--- src/rtl/video_pkg.sv ---
// Shared video-mode constants, coordinate type and total-size helpers.
// Latency: none (compile-time definitions only).
// Backpressure: none; the raster consumers cannot stall the timing.
package video_pkg;

  localparam int COORD_W   = 10;
  localparam int COORD_MAX = 1 << COORD_W;

  typedef logic [COORD_W-1:0] coord_t;

  // 640x480 @ ~72.8 Hz from a 31.5 MHz pixel clock
  localparam int DEF_H_ACTIVE = 640;
  localparam int DEF_H_FRONT  = 24;
  localparam int DEF_H_SYNC   = 40;
  localparam int DEF_H_BACK   = 128;
  localparam int DEF_V_ACTIVE = 480;
  localparam int DEF_V_FRONT  = 9;
  localparam int DEF_V_SYNC   = 3;
  localparam int DEF_V_BACK   = 28;

  function automatic int h_total(input int active, input int front,
                                 input int sync, input int back);
    return active + front + sync + back;
  endfunction

  function automatic int v_total(input int active, input int front,
                                 input int sync, input int back);
    return active + front + sync + back;
  endfunction

endpackage

--- src/rtl/vga_timing_gen_if.sv ---
// Raster timing bundle from the timing generator to the pixel/fetch stages.
// Latency: n/a (wires only).
// Backpressure: none; consumers must accept every cycle.
interface vga_timing_gen_if;
  import video_pkg::*;

  logic   hsync;
  logic   vsync;
  logic   de;
  coord_t x;
  coord_t y;
  logic   line_start;
  logic   frame_start;
  logic   vblank;
  logic   fetch_valid;
  coord_t fetch_x;
  coord_t fetch_y;

  modport master (
    output hsync, vsync, de, x, y, line_start, frame_start, vblank,
    output fetch_valid, fetch_x, fetch_y
  );

  modport slave (
    input hsync, vsync, de, x, y, line_start, frame_start, vblank,
    input fetch_valid, fetch_x, fetch_y
  );

endinterface

--- src/rtl/raster_counter.sv ---
// Free-running x/y raster position counter with end-of-line/frame wrap.
// Latency: position advances by one every clock after reset release.
// Backpressure: none; there is no stall input.
module raster_counter
  import video_pkg::*;
#(
  parameter int H_TOTAL = 832,
  parameter int V_TOTAL = 520,
  parameter int START_X = 0
) (
  input  logic   clk,
  input  logic   rst_n,
  output coord_t x,
  output coord_t y
);

  localparam coord_t X_LAST = coord_t'(H_TOTAL - 1);
  localparam coord_t Y_LAST = coord_t'(V_TOTAL - 1);
  localparam coord_t X_INIT = coord_t'(START_X);

  // Step one position per clock; the last pixel of the last line wraps to (0, 0)
  always_ff @(posedge clk or negedge rst_n) begin
    if (!rst_n) begin
      x <= X_INIT;
      y <= '0;
    end else if (x == X_LAST) begin
      x <= '0;
      y <= (y == Y_LAST) ? '0 : y + coord_t'(1);
    end else begin
      x <= x + coord_t'(1);
    end
  end

endmodule

--- src/rtl/vga_timing_gen.sv ---
// VGA raster timing: syncs, display enable, position and a look-ahead fetch position.
// Latency: every output registered; fetch_* leads x/y/de by LOOKAHEAD clocks.
// Backpressure: none; the raster is free-running.
module vga_timing_gen
  import video_pkg::*;
#(
  parameter int H_ACTIVE  = DEF_H_ACTIVE,
  parameter int H_FRONT   = DEF_H_FRONT,
  parameter int H_SYNC    = DEF_H_SYNC,
  parameter int H_BACK    = DEF_H_BACK,
  parameter int V_ACTIVE  = DEF_V_ACTIVE,
  parameter int V_FRONT   = DEF_V_FRONT,
  parameter int V_SYNC    = DEF_V_SYNC,
  parameter int V_BACK    = DEF_V_BACK,
  parameter bit HSYNC_POL = 1'b0,
  parameter bit VSYNC_POL = 1'b0,
  parameter int LOOKAHEAD = 2
) (
  input  logic              clk,
  input  logic              rst_n,
  vga_timing_gen_if.master  vid
);

  localparam int H_TOTAL = h_total(H_ACTIVE, H_FRONT, H_SYNC, H_BACK);
  localparam int V_TOTAL = v_total(V_ACTIVE, V_FRONT, V_SYNC, V_BACK);

  localparam coord_t H_ACT_C  = coord_t'(H_ACTIVE);
  localparam coord_t V_ACT_C  = coord_t'(V_ACTIVE);
  localparam coord_t HS_FIRST = coord_t'(H_ACTIVE + H_FRONT);
  localparam coord_t HS_LAST  = coord_t'(H_ACTIVE + H_FRONT + H_SYNC - 1);
  localparam coord_t VS_FIRST = coord_t'(V_ACTIVE + V_FRONT);
  localparam coord_t VS_LAST  = coord_t'(V_ACTIVE + V_FRONT + V_SYNC - 1);
  localparam coord_t LA_C     = coord_t'(LOOKAHEAD);

  // Mode sanity: the 10-bit counters must hold every position
  if (H_TOTAL > COORD_MAX) begin : g_bad_h_total
    $error("vga_timing_gen: H_TOTAL %0d exceeds coordinate range", H_TOTAL);
  end
  if (V_TOTAL > COORD_MAX) begin : g_bad_v_total
    $error("vga_timing_gen: V_TOTAL %0d exceeds coordinate range", V_TOTAL);
  end
  if (LOOKAHEAD < 1 || LOOKAHEAD > 8) begin : g_bad_lookahead
    $error("vga_timing_gen: LOOKAHEAD %0d outside 1..8", LOOKAHEAD);
  end

  coord_t disp_x;
  coord_t disp_y;
  coord_t fet_x;
  coord_t fet_y;

  // Counter pair holding the position the output registers will show next
  raster_counter #(
    .H_TOTAL (H_TOTAL),
    .V_TOTAL (V_TOTAL),
    .START_X (0)
  ) u_disp_cnt (
    .clk   (clk),
    .rst_n (rst_n),
    .x     (disp_x),
    .y     (disp_y)
  );

  // Second pair started LOOKAHEAD positions ahead; same wrap rules keep the lead exact
  raster_counter #(
    .H_TOTAL (H_TOTAL),
    .V_TOTAL (V_TOTAL),
    .START_X (LOOKAHEAD)
  ) u_fetch_cnt (
    .clk   (clk),
    .rst_n (rst_n),
    .x     (fet_x),
    .y     (fet_y)
  );

  logic hs_act;
  logic vs_act;
  logic disp_vis;
  logic fet_vis;

  // Region decode from the counters, so each output register sees the same position
  always_comb begin
    hs_act   = (disp_x >= HS_FIRST) && (disp_x <= HS_LAST);
    vs_act   = (disp_y >= VS_FIRST) && (disp_y <= VS_LAST);
    disp_vis = (disp_x < H_ACT_C) && (disp_y < V_ACT_C);
    fet_vis  = (fet_x < H_ACT_C) && (fet_y < V_ACT_C);
  end

  // Output registers; reset drives syncs inactive and blanks everything immediately
  always_ff @(posedge clk or negedge rst_n) begin
    if (!rst_n) begin
      vid.x           <= '0;
      vid.y           <= '0;
      vid.de          <= 1'b0;
      vid.line_start  <= 1'b0;
      vid.frame_start <= 1'b0;
      vid.vblank      <= 1'b0;
      vid.hsync       <= ~HSYNC_POL;
      vid.vsync       <= ~VSYNC_POL;
      vid.fetch_x     <= LA_C;
      vid.fetch_y     <= '0;
      vid.fetch_valid <= 1'b0;
    end else begin
      vid.x           <= disp_x;
      vid.y           <= disp_y;
      vid.de          <= disp_vis;
      vid.line_start  <= (disp_x == '0);
      vid.frame_start <= (disp_x == '0) && (disp_y == '0);
      vid.vblank      <= (disp_y >= V_ACT_C);
      vid.hsync       <= hs_act ? HSYNC_POL : ~HSYNC_POL;
      vid.vsync       <= vs_act ? VSYNC_POL : ~VSYNC_POL;
      vid.fetch_x     <= fet_x;
      vid.fetch_y     <= fet_y;
      vid.fetch_valid <= fet_vis;
    end
  end

endmodule

--- src/flat_wrapper.sv ---
// flat-port wrapper written by rule: the top's interface ports become plain ports
module vga_timing_gen_flat import video_pkg::*;
#(
  parameter int H_ACTIVE  = DEF_H_ACTIVE,
  parameter int H_FRONT   = DEF_H_FRONT,
  parameter int H_SYNC    = DEF_H_SYNC,
  parameter int H_BACK    = DEF_H_BACK,
  parameter int V_ACTIVE  = DEF_V_ACTIVE,
  parameter int V_FRONT   = DEF_V_FRONT,
  parameter int V_SYNC    = DEF_V_SYNC,
  parameter int V_BACK    = DEF_V_BACK,
  parameter bit HSYNC_POL = 1'b0,
  parameter bit VSYNC_POL = 1'b0,
  parameter int LOOKAHEAD = 2
)
  (clk, rst_n, vid_hsync, vid_vsync, vid_de, vid_x, vid_y, vid_line_start, vid_frame_start, vid_vblank, vid_fetch_valid, vid_fetch_x, vid_fetch_y);
  vga_timing_gen_if vid_i ();
  input  logic clk;
  input  logic rst_n;
  output wire logic [$bits(vid_i.hsync)-1:0] vid_hsync;
  output wire logic [$bits(vid_i.vsync)-1:0] vid_vsync;
  output wire logic [$bits(vid_i.de)-1:0] vid_de;
  output wire logic [$bits(vid_i.x)-1:0] vid_x;
  output wire logic [$bits(vid_i.y)-1:0] vid_y;
  output wire logic [$bits(vid_i.line_start)-1:0] vid_line_start;
  output wire logic [$bits(vid_i.frame_start)-1:0] vid_frame_start;
  output wire logic [$bits(vid_i.vblank)-1:0] vid_vblank;
  output wire logic [$bits(vid_i.fetch_valid)-1:0] vid_fetch_valid;
  output wire logic [$bits(vid_i.fetch_x)-1:0] vid_fetch_x;
  output wire logic [$bits(vid_i.fetch_y)-1:0] vid_fetch_y;
  assign vid_hsync = vid_i.hsync;
  assign vid_vsync = vid_i.vsync;
  assign vid_de = vid_i.de;
  assign vid_x = vid_i.x;
  assign vid_y = vid_i.y;
  assign vid_line_start = vid_i.line_start;
  assign vid_frame_start = vid_i.frame_start;
  assign vid_vblank = vid_i.vblank;
  assign vid_fetch_valid = vid_i.fetch_valid;
  assign vid_fetch_x = vid_i.fetch_x;
  assign vid_fetch_y = vid_i.fetch_y;
  vga_timing_gen #(.H_ACTIVE(H_ACTIVE), .H_FRONT(H_FRONT), .H_SYNC(H_SYNC), .H_BACK(H_BACK), .V_ACTIVE(V_ACTIVE), .V_FRONT(V_FRONT), .V_SYNC(V_SYNC), .V_BACK(V_BACK), .HSYNC_POL(HSYNC_POL), .VSYNC_POL(VSYNC_POL), .LOOKAHEAD(LOOKAHEAD)) u_core (.clk(clk), .rst_n(rst_n), .vid(vid_i));
endmodule
--- config.mk ---
export PLATFORM = sky130hd
export DESIGN_NAME = vga_timing_gen_flat
export DESIGN_NICKNAME = d
export VERILOG_FILES = /design/src/rtl/video_pkg.sv /design/src/rtl/vga_timing_gen_if.sv /design/src/rtl/raster_counter.sv /design/src/rtl/vga_timing_gen.sv /design/src/flat_wrapper.sv
export SDC_FILE = /design/constraint.sdc
export NUM_CORES = 1
export LEC_CHECK = 0
export CAP_MARGIN = 20
export CORE_MARGIN = 3
export CORE_UTILIZATION = 29
export CTS_CLUSTER_DIAMETER = 50
export DETAILED_ROUTE_END_ITERATION = 6
export SETUP_SLACK_MARGIN = 0.02
export SYNTH_ARGS = -nofsm -noshare
export SYNTH_HDL_FRONTEND = slang
export SYNTH_SLANG_ARGS = --single-unit
--- constraint.sdc ---
create_clock -name clk -period 2.7 [get_ports clk]
set_clock_uncertainty 0.1 [all_clocks]
set_input_delay 0.27 -clock clk [delete_from_list [all_inputs] [get_ports clk]]
set_output_delay 0.27 -clock clk [all_outputs]
set_load 0.02 [all_outputs]
==> results_dict.tcl <==
set metrics [dict create \
    synth-compound-area-share 0.0616 \
    diodes 0 \
    syn_inst 255 \
    synth-seq-cells 87 \
    die_y_um 112 \
    synth_top_area_frac 0.639 \
    port_buffers 48 \
    synth_top_family_by_area "simple AND/OR/NAND/NOR gates" \
    die_area_um2 12500 \
    crit_path_end_kind "flop" \
    fin_nets 320 \
    cts.path.max_buffers 2 \
    finalCritPeriodShare 0.863 \
    synth-simple-area-share 0.154 \
    ys_warn_count 0 \
    netlist_area_um2 3250 \
    ys_top_cells_by_count "dfrtp_1 (83), nand2_1 (21), nor2_1 (12)" \
    slew_headroom 0.650 \
    areaGrowthSynthToFinish_pct 26.8 \
    cpLargestDelayFamily "simple AND/OR/NAND/NOR gates" \
    first_pass_iters 5 \
    seq_power_share 0.577 \
    syn_area_per_cell_um2 12.7 \
    power_leakage_nw 1.81 \
    core_area_um2 10900 \
    ctsRootBufferMaster "clkbuf_8" \
    post-place-ws_ps 383 \
    cts_tree "built" \
    synth_edf_count 0 \
    globalRouteOverflowTotal 0 \
    ios 49 \
    worstPathBufferInverterCount 0 \
    synthTopCellsByArea "dfrtp_1 (64%), dfstp_2 (3.2%), ha_1 (3.1%)" \
    hold_class "flop to flop" \
    ys.flop_type "dfrtp_1" \
    track_usage 0.104 \
    antenna_found_initial 0 \
    internal_power_w 0.00179 \
    grt_pass1_vias 2158 \
    worstPathCellList "ha_1, nand3_2, or3_1, or4_1, a31o_1" \
    core.rowCount 38 \
    clk_latency_ps 350 \
    combPwrFrac 0.013 \
    path_class "flop to flop" \
    finalWirelength_um 6000 \
    slowest_delay_ps 560 \
    switching_power_w 0.000471 \
    clkPwrFrac 0.411 \
    grt_pass1_wl_um 10400 \
    finalHoldViolations 0 \
    critPathSlowestCell "or4_1" \
    ys_types 42 \
    drt_iter0_drc 54 \
    muxShareOfSynthArea 0.0100 \
    die_w_um 112 \
    rsz0062_at_grt "no" \
    fin_ws_ps 371 \
    synth_nets 265 \
    ant_nets 0 \
    h-tree-depth 3 \
    vias_per_cell 4.56 \
    critPathLaunchType "flop" \
    remaining_drc_errors 0 \
    wire_per_inst_um 13.2 \
    drive_gt1_frac 0.0857 \
    cts_resized 0 \
    async_reset_ff_frac 1.00 \
    critPathRequiredTime_ps 2840 \
    max_freq_ghz 0.429 \
    start_util 0.298 \
    final-setup-viol-count 0 \
    dp_hpwl_um 4180 \
    critical_path_arrival_ps 2470 \
    p_sw_frac 0.209 \
    fin_crit_ps 2330 \
    post-synth-top-count-cell "dfrtp_1" \
    fillers 1076 \
    seq_area_frac_synth 0.672 \
    power_density_nw_per_um2 548 \
    num_vias 2074 \
    grt_max_degree 46 \
    yosys.area_share.xor_xnor 0.0539 \
    yosys.area.top_type "dfrtp_1" \
    maxSlewViolCount 0 \
    fin_tns_setup_ps 0 \
    cts_buffers 9 \
    critPathMaxFanout 8 \
    gp_congestion 0.874 \
    cts_sinks 87 \
    irDropWorstVdd_uv 247 \
    worst_slew_pin_slew_ps 525 \
    status "finished clean" \
    synth_fa_ha_area_frac 0.0308 \
    cts.clk_slew.worst_paths_ps 80 \
    max_cap_viol_count 0 \
]
==> power by group through the flow <==
| stage | clock network (W) | logic (W) | registers [W] |
|---|---|---|---|
| after global placement | 0 | 0.0000300 | 0.00133 |
| after global routing | 0.00103 | 0.0000352 | 0.00130 |
| after CTS | 0.000977 | 0.0000317 | 0.00130 |
| final | 0.000927 | 0.0000289 | 0.00130 |
| after floorplan | 0 | 0.000000000400 | 0.00133 |
| after detailed placement | 0 | 0.0000305 | 0.00133 |
==> flip-flops by register name (all words and copies together), names as in the netlist <==
name                    count
u_core.vid.hsync            1
u_core.u_disp_cnt.y        10
u_core.vid.fetch_x         10
u_core.u_fetch_cnt.x       10
u_core.vid.vsync            1
u_core.u_fetch_cnt.y       10
u_core.vid.y               10
u_core.vid.x               10
u_core.vid.fetch_y         10
u_core.vid.fetch_valid      1
u_core.vid.de               1
u_core.u_disp_cnt.x        10
u_core.vid.line_start       1
u_core.vid.vblank           1
u_core.vid.frame_start      1
==> worst register-to-register path, stage by stage (launching register included) <==
cell and delay (ps):
dfrtp_1 420, ha_1 230, nand3_2 160, or3_1 520, or4_1 560, a31o_1 220
==> metrics by stage <==
stage / utilization / cell area, um2 / std cells / power [W] / hold WS, ps
3_5_place_dp: 0.358 / 3900 / 438 / 0.00136 / 189
4_1_cts: 0.378 / 4120 / 455 / 0.00231 / 316
6_report: 0.378 / 4120 / 455 / 0.00226 / 315
3_3_place_gp: 0.358 / 3900 / 438 / 0.00136 / 184
2_1_floorplan: - / 3250 / 255 / 0.00133 / -126
5_1_grt: 0.378 / 4120 / 455 / 0.00236 / 323
==> logic make-up (layout without fill, tap and decap cells) <==
kind of cell | Yosys count | in the layout
AOI/OAI and AO/OA | 31 | 31
xor gates and xnor gates | 20 | 20
adders and majority gates | 8 | 8
buffers and inverters | 15 | 75
DFF | 87 | 87
muxes | 3 | 3
and+or+nand+nor | 91 | 91
==> repair_timing <==
action / CTS / global route
hold buffers: 1 / 0
buffers inserted: 0 / 0
endpoints found under the hold margin: 41 / 0
==> per-layer routing <==
layer  wire, um  up-vias  part of all wire  track usage
met4        119        0             0.020       0.0422
met1       2580     1016              0.43        0.125
met2       2950       49              0.49        0.169
li1           -      998                 -            -
met5          0        -                 0            0
met3        355       11             0.059       0.0402
==> cell type report <==
cell class                      instances  area, um2  area share
Multi-Input combinational cell        153       1010       0.245
Clock buffer                           12        155      0.0377
Tap cell                              140        175      0.0425
Clock inverter                          4       53.8      0.0131
Inverter                                8       30.0     0.00729
Timing Repair Buffer                   51        515       0.125
Sequential cell                        87       2180       0.530
==> cells in the final DEF, fill, tap and decap left out, types with 4 or more instances in the layout <==
cell,count
ha_1,8
nand2_1,21
dfrtp_1,83
nand4_1,8
inv_1,8
dfstp_2,4
clkdlybuf4s50_1,47
nor2_1,12
clkbuf_8,11
o21ai_0,11
nor3_1,9
xor2_1,10
nand3_1,9
xnor2_1,10
nor4_1,6
a21oi_1,5
==> worst paths after layout <==
path                                               from                     end  slack (ps)  cells past startpoint
worst max-delay path             u_core.u_disp_cnt.x[0]  u_core.u_disp_cnt.y[9]         370                      5
worst min-delay path            u_core.u_fetch_cnt.x[1]   u_core.vid.fetch_x[1]         310                      0
worst max register to register   u_core.u_disp_cnt.x[0]  u_core.u_disp_cnt.y[9]         370                      5
worst min register to register  u_core.u_fetch_cnt.x[1]   u_core.vid.fetch_x[1]         310                      0
max in group asynchronous                         rst_n        u_core.vid.vsync        1490                      3
min in group asynchronous                         rst_n   u_core.vid.fetch_x[5]         340                      2
No activity file was read; power rests on OpenSTA's default activity.
